[config.mk]
export PLATFORM = sky130hd
export DESIGN_NAME = bros_sprite_drawer
export DESIGN_NICKNAME = d
export VERILOG_FILES = /design/src/rtl/bros_sprite_drawer.sv
export SDC_FILE = /design/constraint.sdc
export NUM_CORES = 1
export LEC_CHECK = 0
export CAP_MARGIN = 15
export CORE_ASPECT_RATIO = 1.75
export CORE_MARGIN = 2
export CORE_UTILIZATION = 45
export CTS_CLUSTER_SIZE = 20
export DETAILED_ROUTE_END_ITERATION = 7
export PLACE_DENSITY = 0.79
export SETUP_SLACK_MARGIN = 0.3
export SLEW_MARGIN = 20
export SYNTH_ARGS = -nofsm -noshare
export SYNTH_HDL_FRONTEND = slang
export SYNTH_SLANG_ARGS = --single-unit
[constraint.sdc]
create_clock -name clock_i -period 3.75 [get_ports clock_i]
set_clock_uncertainty 0.05 [all_clocks]
set_input_delay 0.5625 -clock clock_i [delete_from_list [all_inputs] [get_ports clock_i]]
set_output_delay 0.5625 -clock clock_i [all_outputs]
set_load 0.05 [all_outputs]
[src/rtl/bros_sprite_drawer.sv]
// Sprite draw engine: walks a Brick or Mario ROM in raster order and
// streams plot/x/y/colour writes to the 160x120 framebuffer, 1 px/cycle.
module bros_sprite_drawer #(
  parameter int         BRICK_W     = 16,
  parameter int         BRICK_H     = 8,
  parameter int         MARIO_W     = 12,
  parameter int         MARIO_H     = 16,
  parameter logic [2:0] TRANSPARENT = 3'b000,
  parameter int         SCREEN_W    = 160,
  parameter int         SCREEN_H    = 120
) (
  input  logic       clock_i,
  input  logic       reset_i,
  input  logic       start_i,
  input  logic       sprite_sel_i,
  input  logic [7:0] x0_i,
  input  logic [6:0] y0_i,
  output logic       busy_o,
  output logic       done_o,
  output logic [6:0] brick_addr_o,
  input  logic [2:0] brick_q_i,
  output logic [7:0] mario_addr_o,
  input  logic [2:0] mario_q_i,
  output logic       plot_o,
  output logic [7:0] x_out_o,
  output logic [6:0] y_out_o,
  output logic [2:0] colour_o
);

  typedef enum logic [1:0] {
    S_IDLE,
    S_DRAW,
    S_FLUSH,
    S_DONE
  } state_t;

  state_t     state_q, state_d;
  logic       sel_q;
  logic [7:0] x0_q;
  logic [6:0] y0_q;
  logic [7:0] col_q, row_q;
  logic [7:0] w_cur, h_cur;
  logic       last_col, last_row;
  logic [7:0] pix_addr;

  logic       v1_q;
  logic [8:0] px1_q;
  logic [7:0] py1_q;
  logic       plot_q;
  logic [7:0] x_out_q;
  logic [6:0] y_out_q;
  logic [2:0] colour_q;
  logic [2:0] rom_q;
  logic       on_screen;

  assign w_cur    = sel_q ? 8'(MARIO_W) : 8'(BRICK_W);
  assign h_cur    = sel_q ? 8'(MARIO_H) : 8'(BRICK_H);
  assign last_col = (col_q == w_cur - 8'd1);
  assign last_row = (row_q == h_cur - 8'd1);
  assign pix_addr = row_q * w_cur + col_q;

  always_ff @(posedge clock_i) begin
    if (reset_i) state_q <= S_IDLE;
    else         state_q <= state_d;
  end

  always_comb begin
    state_d = state_q;
    unique case (state_q)
      S_IDLE:  if (start_i) state_d = S_DRAW;
      S_DRAW:  if (last_col && last_row) state_d = S_FLUSH;
      S_FLUSH: state_d = S_DONE;
      S_DONE:  state_d = S_IDLE;
    endcase
  end

  always_comb begin
    busy_o       = (state_q != S_IDLE);
    done_o       = (state_q == S_DONE);
    brick_addr_o = 7'd0;
    mario_addr_o = 8'd0;
    if (state_q == S_DRAW) begin
      if (sel_q) mario_addr_o = pix_addr;
      else       brick_addr_o = pix_addr[6:0];
    end
  end

  always_ff @(posedge clock_i) begin
    if (reset_i) begin
      sel_q <= 1'b0;
      x0_q  <= 8'd0;
      y0_q  <= 7'd0;
      col_q <= 8'd0;
      row_q <= 8'd0;
    end else if (state_q == S_IDLE && start_i) begin
      sel_q <= sprite_sel_i;
      x0_q  <= x0_i;
      y0_q  <= y0_i;
      col_q <= 8'd0;
      row_q <= 8'd0;
    end else if (state_q == S_DRAW) begin
      if (last_col) begin
        col_q <= 8'd0;
        row_q <= row_q + 8'd1;
      end else begin
        col_q <= col_q + 8'd1;
      end
    end
  end

  // Stage 1 lines the coordinates up with the ROM's registered data.
  assign rom_q     = sel_q ? mario_q_i : brick_q_i;
  assign on_screen = (px1_q < 9'(SCREEN_W)) && (py1_q < 8'(SCREEN_H));

  always_ff @(posedge clock_i) begin
    if (reset_i) begin
      v1_q     <= 1'b0;
      px1_q    <= 9'd0;
      py1_q    <= 8'd0;
      plot_q   <= 1'b0;
      x_out_q  <= 8'd0;
      y_out_q  <= 7'd0;
      colour_q <= 3'd0;
    end else begin
      v1_q   <= (state_q == S_DRAW);
      px1_q  <= {1'b0, x0_q} + {1'b0, col_q};
      py1_q  <= {1'b0, y0_q} + row_q;
      plot_q <= v1_q && (rom_q != TRANSPARENT) && on_screen;
      if (v1_q) begin
        x_out_q  <= px1_q[7:0];
        y_out_q  <= py1_q[6:0];
        colour_q <= rom_q;
      end
    end
  end

  assign plot_o   = plot_q;
  assign x_out_o  = x_out_q;
  assign y_out_o  = y_out_q;
  assign colour_o = colour_q;

endmodule

==> results of run 1 <==
==> routing by layer <==
layer | vias to the layer above | track usage [%] | share of wire [%]
met3 | 20 | 4.37 | 3.5
met4 | 0 | 11.3 | 3.0
met5 | - | 0 | 0
met2 | 77 | 35.7 | 54
met1 | 1562 | 23.0 | 39
li1 | 1641 | - | -
==> layout make-up <==
type | instances | area (sq um)
multi-input combinational | 320 | 2440
timing repair buffer | 76 | 805
sequential | 71 | 1430
tap | 115 | 144
inverter | 26 | 97.6
clock inverter | 3 | 65.1
clock buffer | 13 | 260
fill | 666 | 3080
==> per-stage QoR <==
step                worst slack (ps)  TNS [ps]  utilization [%]  std cells  power [uW]
finish                          -119      -395             63.0        624        2350
global route                    -210      -762             63.0        624        2460
CTS                             -212      -297             62.0        621        2370
detailed placement               115         0             57.0        601        1440
global placement                 195         0             57.0        601        1420
floorplan                      -5.45     -5.45                -        437        1270
==> tightest hold or removal path: stages, from the launching register on <==
cell and delay [ps]:
dfxtp_1 310, nand2_1 50, a21oi_1 50
==> registers in the layout (all words and copies together), names as in the netlist <==
register,count
y0_q,7
py1_q,8
state_q,2
px1_q,9
x_out_o,8
plot_o,1
v1_q,1
x0_q,8
y_out_o,7
sel_q,1
col_q,8
row_q,8
colour_o,3
==> kinds of logic after synthesis <==
group / Yosys count / synth area share [%]
flip-flops: 71 / 36.8
buffers and inverters: 46 / 4.70
adder cells (fa/ha/maj): 42 / 14.8
XOR/XNOR: 14 / 3.37
AND/OR/NAND/NOR: 164 / 21.3
AO/OA/AOI/OAI: 73 / 11.9
multiplexers: 27 / 7.16
==> path summary, 6_finish.rpt <==
| kind | from | slack, ps | end | cells after the start |
|---|---|---|---|---|
| min reg2reg | x0_q[2]$_SDFFE_PP0P_ | 410 | x0_q[2]$_SDFFE_PP0P_ | 2 |
| max | sel_q$_SDFFE_PP0P_ | -120 | mario_addr_o[7] | 11 |
| min | x0_q[2]$_SDFFE_PP0P_ | 410 | x0_q[2]$_SDFFE_PP0P_ | 2 |
| max reg2reg | state_q[0]$_SDFFE_PP0P_ | 1400 | row_q[5]$_SDFFE_PP0P_ | 6 |
==> cells in the mapped netlist, types with 4 or more instances <==
cell / instances / share of area, %
nor2b_1: 9 / 1.5
nand4_1: 5 / 0.81
mux2i_1: 22 / 5.7
nand3_1: 5 / 0.65
a211oi_1: 10 / 1.9
o21a_1: 9 / 1.7
fa_1: 6 / 3.1
o21ai_0: 13 / 1.7
or3_1: 7 / 1.1
ha_1: 36 / 12
nand2b_1: 4 / 0.65
xor2_1: 5 / 1.1
clkbuf_1: 12 / 1.2
xnor2_1: 8 / 1.8
nand2_1: 43 / 4.2
inv_1: 26 / 2.5
nor3_1: 11 / 1.4
buf_1: 6 / 0.58
dfxtp_1: 71 / 37
a21oi_1: 25 / 3.2
and2_1: 11 / 1.8
mux2_2: 5 / 1.5
nor2_1: 48 / 4.7
and3_1: 6 / 0.97
==> power breakdown <==
group	switching [uW]	total, uW	internal [uW]
clock	292	909	617
combinational	322	544	221
sequential	67.4	897	829
total	682	2350	1670
==> what timing repair did <==
action / CTS / global route
gates resized for setup: 14 / 11
pin swaps: 11 / 11
setup buffers: 4 / 3
cloned: 0 / 0
setup endpoints to repair: 8 / 5
hold endpoints to repair: 0 / 0
hold buffers: 0 / 0
==> impl_metrics.py, run 1 <==
metrics = {
    "synth": {
        "synth_fp_nets": 504,
        "syn-cell-area_sq_um": 3860,
        "synthDistinctLibCells": 45,
        "ys_ff_latch": 71,
        "seq_area_frac_synth_pct": 36.8,
        "synth_warnings": 0,
        "synth_ff_type": "dfxtp_1",
        "synth_cells": 437,
        "synthArstFlopShare_pct": 0,
        "syn_avg_cell_area_sq_um": 8.84,
        "synth_edf_count": 0,
    },
    "setup_path": {
        "start_kind": "register",
        "worstPathCellList": "buf_4 -> buf_8 -> and2_1 -> ha_1 -> fa_1 -> ha_1 -> ha_4 -> a21oi_4 -> xnor2_2 -> mux2_4 -> buf_8",
        "crit_type": "reg2out",
        "cp_num_buf_inv": 3,
        "crit_arrival_ps": 3260,
        "slowest_delay_ps": 470,
        "end_kind": "output pin",
        "worstPathMaxFanout": 7,
        "crit_path_top_delay_cell": "fa_1",
        "path_delay_family": "adder cells",
        "crit_required_ps": 3140,
    },
    "worst_hold_path": {
        "hold_path_class": "reg2reg",
    },
    "routing": {
        "vias": 3300,
        "routed_wl_um": 9170,
        "viasPerCell": 5.29,
        "ant_nets": 0,
        "drt_iter0_markers": 154,
        "dr.pass1.iters": 4,
        "drc": 0,
        "wl_per_cell_um": 14.7,
    },
    "pwr": {
        "peakVddDrop_mv": 0.317,
        "leakage_uw": 0.00209,
        "p_per_area_nw_per_um2": 449,
    },
    "sta": {
        "maxSlewViolCount": 0,
        "setup_viol": 5,
        "post-route-period-util_pct": 103,
        "holdWs_ps": 412,
        "fmax_mhz": 258,
        "relSlewSlack_pct": 30.5,
        "grt_setup_unrepaired": "yes",
        "worst_slew_pin_slew_ps": 1040,
        "min_period_ps": 3870,
        "worst_slack_ps": -119,
        "hold_violations": 0,
    },
    "cts": {
        "htreeDepth": 3,
        "clk_pin_slew_worst_paths_ps": 50,
        "clk_latency_ps": 330,
        "cts_buffers": 9,
        "clock-sinks": 71,
        "clk_path_buf_depth": 2,
        "cts_root_buffer": "clkbuf_16",
        "cts_tree": "done",
    },
    "cells_and_area": {
        "drive_above_1_share_pct": 14.5,
        "num_antenna_cells": 0,
        "stdcell_area_sq_um": 5240,
        "final_common_cell": "dfxtp_1",
        "fin_nets": 571,
        "area.growth.synth_to_final_pct": 35.6,
        "final_cell_mix": "69 x dfxtp_1, 50 x clkdlybuf4s50_1, 47 x nor2_1",
    },
    "flow_run": {
        "max_cap_viol_count": 0,
    },
    "floorplan": {
        "rows": 44,
        "die_x_um": 74.0,
        "fp.coreArea_sq_um": 8310,
        "start_util_pct": 46.5,
        "ios": 61,
        "dieArea_sq_um": 9370,
        "fp.dieH_um": 127,
    },
    "global_routing": {
        "antenna_found_initial": 0,
        "grt_pass1_wl_um": 15100,
        "grt_overflow": 0,
        "track_usage_pct": 20.7,
        "grt_max_degree": 36,
        "grt_pass1_vias": 3288,
    },
    "placement": {
        "finalWeightedCongestion": 0.873,
        "portBuffers": 60,
        "dp_hpwl_um": 6710,
        "placed_area_sq_um": 4740,
    },
    "status": {
        "status": "finished with violations",
        "violations": "setup timing",
    },
}
No activity file was read; power rests on OpenSTA's default activity.
==> run 2, diff against run 1 <==
Settings changed: CTS_BUF_LIST set to sky130_fd_sc_hd__clkbuf_4.
==> run 2 against run 1 <==
  * The flow still finishes with violations (setup timing)
  * Final cell count down 0.48%
  * Non-clock buffer count down 4
  * Global-route usage down 0.64 points
  * Combinational power down 1%
  * Utilization down 2.5 points
  * Critical endpoint unchanged
  * Setup slack worse by 120 ps
  * Largest cell class unchanged
==> impl_metrics.py, run 2 (synthesis gave the netlist of run 1 again) <==
metrics = {
    "status": {
        "status": "finished with violations",
        "violations": "setup timing",
    },
    "pwr": {
        "leakage_uw": 0.00199,
        "peakVddDrop_mv": 0.176,
        "p_per_area_nw_per_um2": 390,
    },
    "cts": {
        "hold_buffers": 0,
        "clk_pin_slew_worst_paths_ps": 100,
        "clock-sinks": 71,
        "clk_latency_ps": 420,
        "cts_buffers": 9,
        "cts_tree": "done",
        "cts_root_buffer": "clkbuf_4",
        "htreeDepth": 3,
        "clk_path_buf_depth": 2,
    },
    "global_routing": {
        "track_usage_pct": 20.1,
        "grt_pass1_wl_um": 14700,
        "grt_overflow": 0,
        "grt_max_degree": 36,
        "grt_pass1_vias": 3267,
        "antenna_found_initial": 1,
    },
    "routing": {
        "drt_iter0_markers": 156,
        "ant_nets": 0,
        "viasPerCell": 5.29,
        "vias": 3285,
        "wl_per_cell_um": 14.5,
        "dr.pass1.iters": 4,
        "routed_wl_um": 9000,
        "drc": 0,
    },
    "cells_and_area": {
        "final_cell_mix": "69 x dfxtp_1, 50 x clkdlybuf4s50_1, 47 x nor2_1",
        "largest_reg_flops": 9,
        "drive_above_1_share_pct": 13.9,
        "regMostFlops": "px1_q",
        "final_cells": 621,
        "final_core_util_pct": 60.5,
        "area.growth.synth_to_final_pct": 30.3,
        "fin_nets": 567,
        "final_common_cell": "dfxtp_1",
    },
    "worst_hold_path": {
        "hold_path_class": "reg2reg",
        "hold_path_end": "x0_q[2]$_SDFFE_PP0P_",
        "min_path_cells": 2,
        "hp-start": "x0_q[2]$_SDFFE_PP0P_",
    },
    "sta": {
        "setup_viol": 5,
        "maxSlewViolCount": 0,
        "post-route-period-util_pct": 106,
        "relSlewSlack_pct": 29.9,
        "grt_setup_unrepaired": "yes",
        "fmax_mhz": 250,
        "worst_slack_ps": -243,
        "hold_violations": 0,
        "finalSetupTns_ps": -620,
        "min_period_ps": 3990,
        "worst_slew_pin_slew_ps": 1050,
    },
    "placement": {
        "finalWeightedCongestion": 0.873,
        "dp_hpwl_um": 6710,
        "portBuffers": 60,
        "post-place-cells": 601,
    },
    "floorplan": {
        "fp.coreArea_sq_um": 8310,
        "fp.dieH_um": 127,
        "start_util_pct": 46.5,
        "ios": 61,
        "dieArea_sq_um": 9370,
        "die_x_um": 74.0,
        "rows": 44,
    },
    "setup_path": {
        "worstPathMaxFanout": 7,
        "crit_required_ps": 3140,
        "rr_worst_depth": 6,
        "r2r_start": "state_q[0]$_SDFFE_PP0P_",
        "rrSetupSlack_ps": 1390,
        "crit_type": "reg2out",
        "start_kind": "register",
        "end_kind": "output pin",
        "r2r-end": "row_q[5]$_SDFFE_PP0P_",
        "crit_arrival_ps": 3380,
    },
    "flow_run": {
        "max_cap_viol_count": 0,
    },
}
run 2: changes by cell type in the layout (fill, tap and decap cells not counted), moves of 2 or more:
| cell | change |
|---|---|
| buf_6 | -3 |
| clkbuf_1 | -2 |
| clkbuf_4 | +11 |
| clkinv_1 | +2 |
| clkbuf_16 | -9 |
| clkbuf_8 | -2 |
run 2: how the worst max path moves through the flow:
stage | endpoint | startpoint | cells after the start
floorplan | brick_addr_o[6] | sel_q$_SDFFE_PP0P_ | 12
global placement | mario_addr_o[7] | sel_q$_SDFFE_PP0P_ | 13
detailed placement | mario_addr_o[7] | sel_q$_SDFFE_PP0P_ | 13
CTS | mario_addr_o[7] | sel_q$_SDFFE_PP0P_ | 13
global route | mario_addr_o[7] | sel_q$_SDFFE_PP0P_ | 9
finish | mario_addr_o[7] | sel_q$_SDFFE_PP0P_ | 9
run 2: final cells by class:
cell class	count	area (sq um)
multi-input cells	320	2440
fillers	698	3280
clock inverters	5	72.6
well taps	115	144
repair buffers	72	763
flip-flops and latches	71	1430
inverters	26	97.6
diodes	1	2.50
clock buffers	11	82.6
run 2: timing repair:
| action | CTS | global route |
|---|---|---|
| gates cloned | 0 | 0 |
| pin swaps | 7 | 8 |
| setup endpoints to repair | 9 | 7 |
| setup buffers | 2 | 1 |
| gates resized for setup | 6 | 16 |
run 2: layer usage:
metal / wire [um] / up-vias / track usage (%)
li1: - / 1632 / -
met1: 3510 / 1545 / 21.7
met2: 4760 / 83 / 35.0
met3: 339 / 25 / 3.81
met4: 388 / 0 / 11.8
met5: 0 / - / 0
run 2: metrics by stage:
step                hold WS, ps  total power [uW]  setup slack [ps]  area, sq um
floorplan                   391              1270             -5.45         3970
global placement            397              1420               195         4740
detailed placement          401              1440               115         4740
CTS                         415              1970              -304         4930
global route                438              2070              -344         5030
finish                      415              1960              -243         5030
run 2: where the power goes:
part	switching [uW]	internal [uW]	total (uW)	leakage, uW
Sequential	67.4	827	895	0.000578
Combinational	320	218	538	0.00133
Clock	249	280	529	0.0000859
Total	636	1330	1960	0.00199
run 2: critical path, cell delays in order, from the launching register on:
cell and delay [ps]:
dfxtp_4 410, mux2_2 350, ha_1 310, fa_1 470, ha_1 350, ha_4 290
a21oi_4 170, xnor2_2 130, mux2_4 320, buf_8 150
==> run 3, diff against run 2 <==
Settings changed: TNS_END_PERCENT set to 20.
==> run 3 against run 2 <==
  * The flow still finishes with violations (setup timing)
  * Count of clock-buffer cells in the layout is 1 lower
  * Highest routed layer unchanged
  * Fmax is 0.16% lower
  * Setup slack worse by 6.4 ps
  * Via count is 0.70% lower
  * Critical path type unchanged
  * Final area is 1.8% lower
  * Final cell count is 0.48% lower
  * Sequential power hardly changed
  * Sequential share of layout area is 0.51 points higher
  * Die area stayed put
  * Combinational power is 2% lower
  * Routed wire length is 0.40% lower
==> impl_metrics.py, run 3 (synthesis gave the netlist of run 1 again) <==
metrics = {
    "setup_path": {
        "crit_type": "reg2out",
        "slowest_delay_ps": 490,
        "crit_path_top_delay_cell": "fa_1",
        "start_kind": "register",
        "worstPathCellList": "and2_4 -> o21bai_1 -> ha_1 -> inv_1 -> fa_1 -> inv_2 -> ha_4 -> ha_4 -> a21o_1 -> a21oi_2 -> xnor2_1 -> mux2_4 -> buf_8",
        "end_kind": "output pin",
        "crit_arrival_ps": 3390,
        "worstPathMaxFanout": 7,
        "cpMostUsedCell": "ha_4",
        "crit_required_ps": 3140,
    },
    "floorplan": {
        "fp.dieH_um": 127,
        "rows": 44,
        "die_x_um": 74.0,
        "start_util_pct": 46.5,
        "dieArea_sq_um": 9370,
        "ios": 61,
        "fp.coreArea_sq_um": 8310,
    },
    "pwr": {
        "peakVddDrop_mv": 0.196,
        "seq_power_share_pct": 48.2,
        "intPower_uw": 1230,
        "leakage_uw": 0.00195,
        "p_comb_share_pct": 28.3,
        "p_clk_share_pct": 23.5,
        "p_per_area_nw_per_um2": 376,
        "power.switching_uw": 626,
        "sw_frac_of_total_pct": 33.7,
        "totalPowerFinal_uw": 1860,
    },
    "sta": {
        "hold_violations": 0,
        "post-route-period-util_pct": 107,
        "worst_slack_ps": -250,
        "setup_viol": 5,
        "min_period_ps": 4000,
        "grt_setup_unrepaired": "yes",
        "fmax_mhz": 250,
        "relSlewSlack_pct": 32.1,
        "worst_slew_pin_slew_ps": 1020,
        "maxSlewViolCount": 0,
    },
    "status": {
        "status": "finished with violations",
        "violations": "setup timing",
    },
    "placement": {
        "dp_hpwl_um": 6690,
        "placed_area_sq_um": 4730,
        "finalWeightedCongestion": 0.850,
        "portBuffers": 60,
    },
    "routing": {
        "wl_per_cell_um": 14.5,
        "viasPerCell": 5.28,
        "vias": 3262,
        "drt_iter0_markers": 130,
        "routed_wl_um": 8960,
        "drc": 0,
        "dr.pass1.iters": 7,
        "ant_nets": 0,
    },
    "cts": {
        "clk_path_buf_depth": 2,
        "cts_tree": "done",
        "clk_pin_slew_worst_paths_ps": 110,
        "cts_root_buffer": "clkbuf_4",
        "cts_buffers": 9,
        "clk_latency_ps": 420,
        "htreeDepth": 3,
        "clock-sinks": 71,
        "hold_buffers": 0,
    },
    "global_routing": {
        "grt_pass1_vias": 3273,
        "grt_pass1_wl_um": 14800,
        "grt_max_degree": 36,
        "track_usage_pct": 20.4,
        "antenna_found_initial": 1,
        "grt_overflow": 0,
    },
    "cells_and_area": {
        "drive_above_1_share_pct": 12.2,
        "regMostFlops": "px1_q",
        "fin_nets": 567,
        "area.growth.synth_to_final_pct": 27.9,
        "stdcell_area_sq_um": 4940,
        "largest_reg_flops": 9,
        "final_common_cell": "dfxtp_1",
        "final_cell_mix": "70 x dfxtp_1, 50 x clkdlybuf4s50_1, 47 x nor2_1",
        "fillers": 709,
    },
    "flow_run": {
        "max_cap_viol_count": 0,
    },
    "worst_hold_path": {
        "hold_path_class": "reg2reg",
    },
}
==> run 3: cell types whose count changed in the layout (fill, tap and decap cells not counted), sizes merged <==
cell / delta
bufinv: -1
clkbuf: -1
clkinv: -1
==> run 3: critical path, delay by kind of cell (launching register included) <==
family	cells	cell delay, ps
adders and majority gates	4	1220
AOI/OAI and AO/OA	3	470
DFF	1	390
muxes	1	330
buffers and inverters	3	250
xor gates and xnor gates	1	150
and+or+nand+nor	1	140
==> run 3: layout make-up <==
type	count	area [sq um]	share of cell area (%)
Clock inverter	3	37.5	0.760
Antenna cell	1	2.50	0.0507
Multi-Input combinational cell	320	2410	48.8
Clock buffer	10	75.1	1.52
Inverter	26	97.6	1.98
Sequential cell	71	1430	28.9
Timing Repair Buffer	72	748	15.2
Tap cell	115	144	2.91
==> run 3: repair_timing <==
action / CTS / global route
pin swaps: 8 / 3
gates resized for setup: 16 / 0
buffers inserted: 2 / 0
endpoints found under the setup margin: 9 / 7
==> run 3: power by group through the flow <==
stage | Sequential, uW | Clock, uW | Combinational [uW]
2_1_floorplan | 921 | 0 | 350
3_3_place_gp | 910 | 0 | 509
3_5_place_dp | 914 | 0 | 523
4_1_cts | 896 | 448 | 529
5_1_grt | 908 | 473 | 575
6_report | 895 | 437 | 526
==> run 3: metal layers <==
metal,GRT usage (%),part of all wire (%)
met1,22.5,39
met2,34.9,52
met3,3.18,4.6
met4,13.0,4.4
met5,0,0
==> run 3: final timing paths <==
| kind | start | end | slack (ps) | depth (start not counted) |
|---|---|---|---|---|
| min | y0_q[5]$_SDFFE_PP0P_ | y0_q[5]$_SDFFE_PP0P_ | 420 | 2 |
| min reg2reg | y0_q[5]$_SDFFE_PP0P_ | y0_q[5]$_SDFFE_PP0P_ | 420 | 2 |
| max reg2reg | state_q[0]$_SDFFE_PP0P_ | row_q[5]$_SDFFE_PP0P_ | 1380 | 6 |
| max | sel_q$_SDFFE_PP0P_ | mario_addr_o[7] | -250 | 13 |
==> run 3: through the flow <==
| stage | setup slack (ps) | instances | setup TNS, ps | hold WS, ps | utilization [%] |
|---|---|---|---|---|---|
| CTS | -275 | 617 | -693 | 419 | 59.4 |
| floorplan | -5.61 | 437 | -5.61 | 391 | - |
| global placement | 105 | 602 | 0 | 399 | 56.9 |
| global route | -360 | 618 | -1190 | 438 | 59.4 |
| detailed placement | 20.6 | 602 | 0 | 403 | 56.9 |
| finish | -250 | 618 | -559 | 420 | 59.4 |
